`src/rtl/rat_intc_pkg.sv`:
```
// Shared definitions for the RAT interrupt controller: FSM states,
// I/O port addresses and the source-ID width.
package rat_intc_pkg;

    // Width of a source ID (up to 8 sources)
    localparam int ID_W = 3;

    // CPU I/O port map
    localparam logic [7:0] MASK_PORT = 8'h40;  // R/W enable mask
    localparam logic [7:0] PEND_PORT = 8'h41;  // R, write-1-to-clear
    localparam logic [7:0] ID_PORT   = 8'h42;  // R {in_service,4'b0,id}
    localparam logic [7:0] EOI_PORT  = 8'h43;  // W, data ignored

    typedef enum logic [1:0] {
        IDLE    = 2'd0,
        REQ     = 2'd1,
        SERVICE = 2'd2
    } intc_state_e;

endpackage

```
`src/rtl/rat_intc_prio_enc.sv`:
```
// Priority encoder over the eligible sources. The search starts at base_i
// and wraps from NUM_SRC-1 back to 0; with base_i = 0 it is plain fixed
// priority with source 0 highest.
module rat_intc_prio_enc
    import rat_intc_pkg::*;
#(
    parameter int NUM_SRC = 8
) (
    input  logic [NUM_SRC-1:0] eligible_i,
    input  logic [ID_W-1:0]    base_i,
    output logic               valid_o,
    output logic [ID_W-1:0]    id_o
);

    // Two passes: first the sources at or above the base, then the full set.
    // The second pass only fires when nothing at/above the base is eligible,
    // so it effectively picks the lowest index below the base (the wrap).
    always_comb begin
        valid_o = 1'b0;
        id_o    = '0;
        for (int i = 0; i < NUM_SRC; i++) begin
            if (!valid_o && eligible_i[i] && (i >= int'(base_i))) begin
                valid_o = 1'b1;
                id_o    = ID_W'(i);
            end
        end
        for (int i = 0; i < NUM_SRC; i++) begin
            if (!valid_o && eligible_i[i]) begin
                valid_o = 1'b1;
                id_o    = ID_W'(i);
            end
        end
    end

endmodule

```
`src/rtl/rat_interrupt_controller.sv`:
```
// RAT CPU interrupt controller: latches rising edges of up to NUM_SRC
// peripheral lines as pending, masks and prioritises them, raises the
// registered INTERRUPT request, hands the winning ID to the ISR through
// the I/O port bus and waits for an EOI write before requesting again.
// Build option: define INTC_ROUND_ROBIN_EN for rotating priority
// (search base moves past each acknowledged source); otherwise fixed
// priority with source 0 highest.
module rat_interrupt_controller
    import rat_intc_pkg::*;
#(
    parameter int         NUM_SRC  = 8,
    parameter logic [7:0] MASK_RST = 8'h00
) (
    input  logic               CLK,
    input  logic               RESET,
    input  logic [NUM_SRC-1:0] IRQ_IN,
    input  logic               I_EN,
    input  logic               INT_ACK,
    input  logic [7:0]         PORT_ID,
    input  logic [7:0]         OUT_PORT,
    input  logic               IO_STRB,
    output logic [7:0]         IN_DATA,
    output logic               INTERRUPT
);

    intc_state_e        state_q, state_d;
    logic [NUM_SRC-1:0] irq_q;
    logic [NUM_SRC-1:0] pend_q, pend_d;
    logic [NUM_SRC-1:0] mask_q, mask_d;
    logic [ID_W-1:0]    act_id_q, act_id_d;
    logic               int_q, int_d;

    logic               wr_mask, wr_pend, wr_eoi;
    logic [NUM_SRC-1:0] rise, eligible, ack_clr, w1c_clr;
    logic               cand_vld, ack_fire;
    logic [ID_W-1:0]    cand_id, base;
    logic [7:0]         mask8, pend8;

    assign wr_mask = IO_STRB && (PORT_ID == MASK_PORT);
    assign wr_pend = IO_STRB && (PORT_ID == PEND_PORT);
    assign wr_eoi  = IO_STRB && (PORT_ID == EOI_PORT);

    assign rise     = IRQ_IN & ~irq_q;
    assign eligible = pend_q & mask_q;
    assign w1c_clr  = wr_pend ? OUT_PORT[NUM_SRC-1:0] : '0;

    // Ack only counts while requesting and a candidate exists. The candidate
    // comes from the current (pre-write) mask, so a same-cycle mask write
    // cannot change which source is handed out.
    assign ack_fire = (state_q == REQ) && INT_ACK && cand_vld;

    rat_intc_prio_enc #(
        .NUM_SRC (NUM_SRC)
    ) u_prio (
        .eligible_i (eligible),
        .base_i     (base),
        .valid_o    (cand_vld),
        .id_o       (cand_id)
    );

`ifdef INTC_ROUND_ROBIN_EN
    logic [ID_W-1:0] base_q, base_d;

    // Rotate the search start to just past the source being acknowledged
    always_comb begin
        base_d = base_q;
        if (ack_fire) begin
            base_d = (cand_id == ID_W'(NUM_SRC - 1)) ? '0 : cand_id + ID_W'(1);
        end
    end

    // Round-robin base register
    always_ff @(posedge CLK) begin
        if (RESET) base_q <= '0;
        else       base_q <= base_d;
    end

    assign base = base_q;
`else
    assign base = '0;
`endif

    // One-hot clear of the source handed out on acknowledge
    always_comb begin
        ack_clr = '0;
        if (ack_fire) ack_clr[cand_id] = 1'b1;
    end

    // Pending/mask next state: clears first, new edges last so set wins
    always_comb begin
        pend_d = (pend_q & ~w1c_clr & ~ack_clr) | rise;
        mask_d = wr_mask ? OUT_PORT[NUM_SRC-1:0] : mask_q;
    end

    // Request/service sequencing and the registered INTERRUPT output
    always_comb begin
        state_d  = state_q;
        act_id_d = act_id_q;
        case (state_q)
            IDLE: begin
                if (cand_vld && I_EN) state_d = REQ;
            end
            REQ: begin
                if (ack_fire) begin
                    state_d  = SERVICE;
                    act_id_d = cand_id;
                end else if (!cand_vld || !I_EN) begin
                    state_d = IDLE;
                end
            end
            SERVICE: begin
                if (wr_eoi) state_d = IDLE;
            end
            default: state_d = IDLE;
        endcase
        int_d = (state_d == REQ);
    end

    // State registers
    always_ff @(posedge CLK) begin
        if (RESET) begin
            state_q  <= IDLE;
            irq_q    <= '0;
            pend_q   <= '0;
            mask_q   <= MASK_RST[NUM_SRC-1:0];
            act_id_q <= '0;
            int_q    <= 1'b0;
        end else begin
            state_q  <= state_d;
            irq_q    <= IRQ_IN;
            pend_q   <= pend_d;
            mask_q   <= mask_d;
            act_id_q <= act_id_d;
            int_q    <= int_d;
        end
    end

    assign INTERRUPT = int_q;

    // CPU IN mux; non-existent source bits read as 0
    always_comb begin
        mask8                = '0;
        pend8                = '0;
        mask8[NUM_SRC-1:0]   = mask_q;
        pend8[NUM_SRC-1:0]   = pend_q;
        case (PORT_ID)
            MASK_PORT: IN_DATA = mask8;
            PEND_PORT: IN_DATA = pend8;
            ID_PORT:   IN_DATA = {(state_q == SERVICE), 4'b0000, act_id_q};
            default:   IN_DATA = 8'h00;
        endcase
    end

endmodule
```
`config.mk`:
```
export PLATFORM = sky130hd
export DESIGN_NAME = rat_interrupt_controller
export DESIGN_NICKNAME = d
export VERILOG_FILES = /design/src/rtl/rat_intc_pkg.sv /design/src/rtl/rat_intc_prio_enc.sv /design/src/rtl/rat_interrupt_controller.sv
export SDC_FILE = /design/constraint.sdc
export NUM_CORES = 1
export LEC_CHECK = 0
export ABC_AREA = 0
export CAP_MARGIN = 20
export CORE_UTILIZATION = 30
export DETAILED_ROUTE_END_ITERATION = 12
export DONT_BUFFER_PORTS = 1
export PLACE_DENSITY = 0.48
export SETUP_SLACK_MARGIN = 0.3
export SLEW_MARGIN = 20
export SYNTH_ARGS = -nofsm -noshare
export SYNTH_HDL_FRONTEND = slang
export SYNTH_SLANG_ARGS = --single-unit
```
`constraint.sdc`:
```
create_clock -name CLK -period 4.25 [get_ports CLK]
set_input_delay 0.6375 -clock CLK [delete_from_list [all_inputs] [get_ports CLK]]
set_output_delay 0.6375 -clock CLK [all_outputs]
set_load 0.05 [all_outputs]
```
==> impl_metrics.json <==
{
  "cts_made_buffers": 5,
  "max-vdd-ir-drop_mv": 0.168,
  "synth_fp_nets": 202,
  "cts_max_level": 2,
  "worst_setup_path_end_kind": "output port",
  "signal_arrival_time_at_the_worst_endpoint_ns": 1.93,
  "cap_viol_max_count": 0,
  "hold_path_class": "flip-flop to flip-flop",
  "worst-slew-pin-transition_ns": 0.982,
  "crit_family": "simple AND/OR/NAND/NOR gates",
  "route.vias.total": 1221,
  "critPathSlowestCell": "sky130_fd_sc_hd__nor2_1",
  "cell_area_after_placement_mm2": 0.00151,
  "grt_start_max_net_pins": 20,
  "final-setup-viol-count": 0,
  "avgRoutedWirePerCell_um": 14.3,
  "post_detailed_routing_wire_length_um": 3460,
  "synth_sequential_area_ratio_pct": 40.8,
  "post_route_fraction_of_the_period_consumed_by_the_critical_path_pct": 60.5,
  "hpwl_um": 2510,
  "critical_path.max_stage_delay_ns": 0.78,
  "slew_viol_final": 0,
  "cp_num_buf_inv": 0,
  "area_delta_synth_final_pct": 10.2,
  "placeableCoreArea_mm2": 0.00472,
  "global_placement_routability_congestion": 0.790,
  "synth-edff-count": 0,
  "cts_tree": "built",
  "synthDistinctLibCells": 35,
  "synth.area.top_cells": "sky130_fd_sc_hd__dfxtp_1 41%, sky130_fd_sc_hd__mux2i_1 11%, sky130_fd_sc_hd__nand2_1 6.1%",
  "maxClockFrequency_mhz": 389,
  "post_route_cells_drive_above_1_share_pct": 8.62,
  "nets": 202,
  "crit_fanout": 5,
  "worstSetupPathType": "primary input to output port",
  "syn_area_mm2": 0.00147,
  "timing.critical_path.required_ns": 3.61,
  "drt_first_pass_iters": 4,
  "p_total_uw": 610,
  "fin_hold_ws_ns": 0.412,
  "remaining_drc_errors": 0,
  "overflow": 0,
  "setup_repair_after_global_routing_missed_its_margin": "false",
  "synth_top_cell_by_area": "sky130_fd_sc_hd__dfxtp_1",
  "grt_usage_pct": 14.1,
  "io_pins": 38,
  "drt-vias-per-instance": 5.07,
  "synth_async_sr_flop_share_pct": 0,
  "most_used_flip_flop_cell_after_synthesis": "sky130_fd_sc_hd__dfxtp_1",
  "synthesis.instances": 173,
  "yosys-top-cells-count": "30 x sky130_fd_sc_hd__dfxtp_1, 24 x sky130_fd_sc_hd__nand2_1, 23 x sky130_fd_sc_hd__nor2_1, 16 x sky130_fd_sc_hd__mux2i_1, 14 x sky130_fd_sc_hd__nor2b_1",
  "placed_cells_incl_taps": 233,
  "worstSkewPairLatency_ns": 0.29,
  "cts.sink_count": 30,
  "synthMostInstantiatedCell": "sky130_fd_sc_hd__dfxtp_1",
  "grt_pass1_wl_um": 5530,
  "io_buffer_count": 0,
  "cts_setup_buffers": 0,
  "initial_standard_cell_utilization_of_the_core_pct": 31.2,
  "diodes": 0,
  "outcome": "complete, no violations",
  "max-clock-path-buffers": 2,
  "placement_rows": 25,
  "fraction_of_post_synthesis_cell_area_in_the_top_cell_type_by_area_pct": 40.8,
  "postCtsHoldBufs": 0,
  "fp.dieArea_mm2": 0.00519,
  "die_h_um": 72.0,
  "finalNonFillerCells": 241,
  "startpoint_type": "primary input",
  "ys_ff_latch": 30,
  "clkSlewWorstSetupHoldPaths_ns": 0.06,
  "period_needed_ns": 2.57,
  "hold_viol": 0,
  "crit_chain": "nor4_4, nand3b_2, nor2_1",
  "first_global_vias": 1135,
  "finalSetupTns_ns": 0,
  "average_size_of_a_mapped_cell_um2": 8.51,
  "final_antenna_net_count": 0,
  "cts_root_buf": "sky130_fd_sc_hd__clkbuf_8",
  "max_slew_margin_pct": 34.3,
  "initialDrtViolationCount": 63,
  "postCtsResizedCells": 0,
  "post-route-cell-area_mm2": 0.00162,
  "die_width_um": 72.0,
  "antenna_found_initial": 0,
  "static-leakage-power_nw": 0.601,
  "powerDensity_mw_per_mm2": 376,
  "yosysWarningCount": 0,
  "clock-skew-final_ns": 0.00744
}
==> routing by layer <==
layer | up-vias | GRT usage (%) | part of all wire, %
met5 | - | 0 | 0
met4 | 0 | 6.75 | 2.4
met3 | 7 | 5.56 | 6.5
met2 | 34 | 20.5 | 42
met1 | 569 | 18.2 | 49
li1 | 611 | - | -
==> final cells by class <==
| type | count | area [um2] |
|---|---|---|
| Inverter | 4 | 15.0 |
| Tap cell | 67 | 83.8 |
| Fill cell | 499 | 3100 |
| Sequential cell | 30 | 601 |
| Clock buffer | 5 | 68.8 |
| Multi-Input combinational cell | 132 | 813 |
| Clock inverter | 3 | 40.0 |
==> per-stage QoR <==
step | setup slack, ns | utilization [%]
after floorplan | 1.84 | -
after global placement | 1.68 | 32.0
after detailed placement | 1.67 | 32.0
after CTS | 1.67 | 34.3
after global routing | 1.64 | 34.3
final | 1.68 | 34.3
==> registers in the layout, indices dropped and copies added (netlist names) <==
register   count
mask8          8
pend8          8
INTERRUPT      1
act_id_q       3
state_q        2
irq_q          8
==> logic make-up after synthesis <==
group                  count (synthesis)  synth area share [%]
buffers and inverters                 11                  3.91
muxes                                 16                  10.9
and+or+nand+nor                       86                  30.8
AOI/OAI and AO/OA                     30                  13.6
DFF                                   30                  40.8
==> path summary, 6_finish.rpt <==
check	from	end	slack, ns	cells after the start
max	PORT_ID[3]	IN_DATA[6]	1.68	3
min	irq_q[6]	pend8[6]	0.41	1
max reg2reg	state_q[0]	act_id_q[0]	2.63	4
min reg2reg	irq_q[6]	pend8[6]	0.41	1
==> where the power goes <==
part | switching, mW | leakage [nW] | internal, mW
Combinational | 0.0122 | 0.297 | 0.0143
Sequential | 0.00965 | 0.246 | 0.293
Clock | 0.109 | 0.0579 | 0.172
==> cell usage in the layout (no fill, tap or decap), types with 4 or more instances in the layout <==
cell / instances
sky130_fd_sc_hd__a21oi_1: 13
sky130_fd_sc_hd__inv_1: 4
sky130_fd_sc_hd__nand2_1: 24
sky130_fd_sc_hd__nor2_1: 23
sky130_fd_sc_hd__nor2b_1: 14
sky130_fd_sc_hd__clkbuf_8: 5
sky130_fd_sc_hd__mux2i_1: 16
sky130_fd_sc_hd__dfxtp_1: 30
sky130_fd_sc_hd__nor4_1: 4
sky130_fd_sc_hd__o21ai_0: 4
==> worst reg2reg max path: cells and delay by family (launching register included) <==
kind | cells | cell delay [ns]
compound gates | 2 | 0.57
simple gates | 2 | 0.64
flops | 1 | 0.33
No activity file was read; power rests on OpenSTA's default activity.
==> variant (same settings) <==
Build with the macro `INTC_ROUND_ROBIN_EN` defined.
--- a/src/rtl/rat_interrupt_controller.sv
+++ b/src/rtl/rat_interrupt_controller.sv
@@ -6,4 +6,6 @@
 // (search base moves past each acknowledged source); otherwise fixed
 // priority with source 0 highest.
+`define INTC_ROUND_ROBIN_EN
+
 module rat_interrupt_controller
     import rat_intc_pkg::*;
Behaviour: not the same (a bounded check fails within 10 cycles, from zero or initial values and one cycle with RESET high).
==> variant against the unedited design <==
- worst setup slack lost 0.11 ns
- register-to-register slack lost 1.1 ns
- die area grew 28%
- design area grew 27%
- synthesized area grew 29%
- total power grew 10%
- sequential power grew 10%
- non-clock buffer count grew 1
- utilization shrank 0.13 points
- combinational power grew 11%
- routed wire length grew 47%
- sequential cell count grew 3
- clock power grew 10%
- critical endpoint is now base[2]
- largest power group unchanged
==> variant: results (changes against the unedited design) <==
Worst VDD drop 181.8 µV (+8.3%); top cell types by occurrence after synthesis dfxtp_1 (33), nor2_1 (31), nand2_1 (30); Post-CTS Resized 0 (unchanged); total track usage 16.95% (+2.9 points); CTS clk-pin slew, worst paths 0.07 ns; via-per-instance ratio 5.505 (+8.7%); routed len/inst 16.55 µm (+15%); status finished clean; crit path launch pend8[3]; count of cell types in the netlist 55 (+57%); CP delay by family, top compound AO/OA/AOI/OAI gates; sequential fraction of the synthesis area 34.74% (-6.1 points); postcts setup bufs 0 (unchanged); largest net degree at the start of global routing 26 (+30%); Hold Crit Class primary input to register; placed cells 299 (+28%); Avg Synthesized Cell Area 8.233 µm² (-3.2%); TritonRoute pass-1 iters 5 (+1); CP max stage delay 0.90 ns (+0.12 ns); global-route wire length before repair 8259 µm (+49%); I/O Buffers 0 (unchanged); Worst Skew 0.003918 ns (-0.003519 ns); CTS Buf Count 5 (unchanged); Final Critical Period 2.682 ns (+0.1119 ns); yosys warns 0 (unchanged); reg2reg end base[2]; H-tree Lvls 2 (unchanged); r2r setup slk 1.57 ns (-1.06 ns); slowest CP cell a222oi_1; filler instances 656 (+31%); GPL Wtd Cong 0.8656 (+9.5%); leakage 0.7443 nW (+24%); CP max FO 10 (+5); FF-to-FF path depth 9 (+5); Hold Path Depth 1 (unchanged); Worst EP arrival 2.87 ns (+0.94 ns); dpl hpwl 3842 µm (+53%); Setup CP Type register to register; top post-synthesis cells by area dfxtp_1 (35%), mux2i_1 (8.4%), nor2_1 (6.1%); Slew @ Worst Pin 0.9685 ns (-0.01317 ns); Net Count, Synth 262 (+30%); vias in the first global route 1631 (+44%); routed wire length 5080 µm (+47%); initial antenna violation count 0 (unchanged); Initial DRC Count 135 (+110%); # diodes 0 (unchanged)
-- variant: per-layer routing --
| metal | vias up | track usage [%] | share of wire (%) |
|---|---|---|---|
| li1 | 845 | - | - |
| met1 | 783 | 23.11 | 51 |
| met2 | 51 | 25.50 | 42 |
| met3 | 11 | 3.889 | 5.4 |
| met4 | 0 | 7.018 | 1.9 |
| met5 | - | 0 | 0 |
-- variant: cell families (layout without fill, tap and decap cells) --
kind of cell	after synthesis	after routing	share of synthesized area, %
AO/OA/AOI/OAI	61	61	24.41
adder cells (fa/ha/maj)	2	2	1.316
buffers and inverters	18	19	5.065
flip-flops	33	33	34.74
multiplexers	16	16	8.421
AND/OR/NAND/NOR	101	101	26.05
-- variant: worst min-delay path by stage --
stage | end | startpoint | slack, ns
3_3_place_gp | pend8[0] | irq_q[0] | 0.43
6_report | irq_q[0] | RESET | 0.41
2_1_floorplan | pend8[0] | irq_q[0] | 0.43
3_5_place_dp | pend8[0] | irq_q[0] | 0.44
4_1_cts | irq_q[0] | RESET | 0.40
5_1_grt | irq_q[0] | RESET | 0.39
-- variant: cell type report --
cell class                 instances  share of cell area [%]
clock inverter                     1                   1.457
sequential                        33                   32.06
tap                               75                   4.554
multi-input combinational        180                   55.56
clock buffer                       7                   4.189
inverter                          10                   1.821
timing repair buffer               1                  0.3643
-- variant: per-stage QoR --
step                      utilization [%]  area (µm²)  total power, W
after CTS                           34.20        2061       0.0006802
final                               34.20        2061       0.0006723
after global placement              32.27        1944       0.0003698
after floorplan                         -        1902       0.0003656
after global routing                34.20        2061       0.0006999
after detailed placement            32.27        1944       0.0003704
-- variant: power by group --
part	internal [W]	switching (W)	leakage (nW)
clock network	0.000191	0.000118	0.0585
logic	0.0000152	0.0000141	0.415
registers	0.000321	0.0000134	0.271
total	0.000527	0.000145	0.744
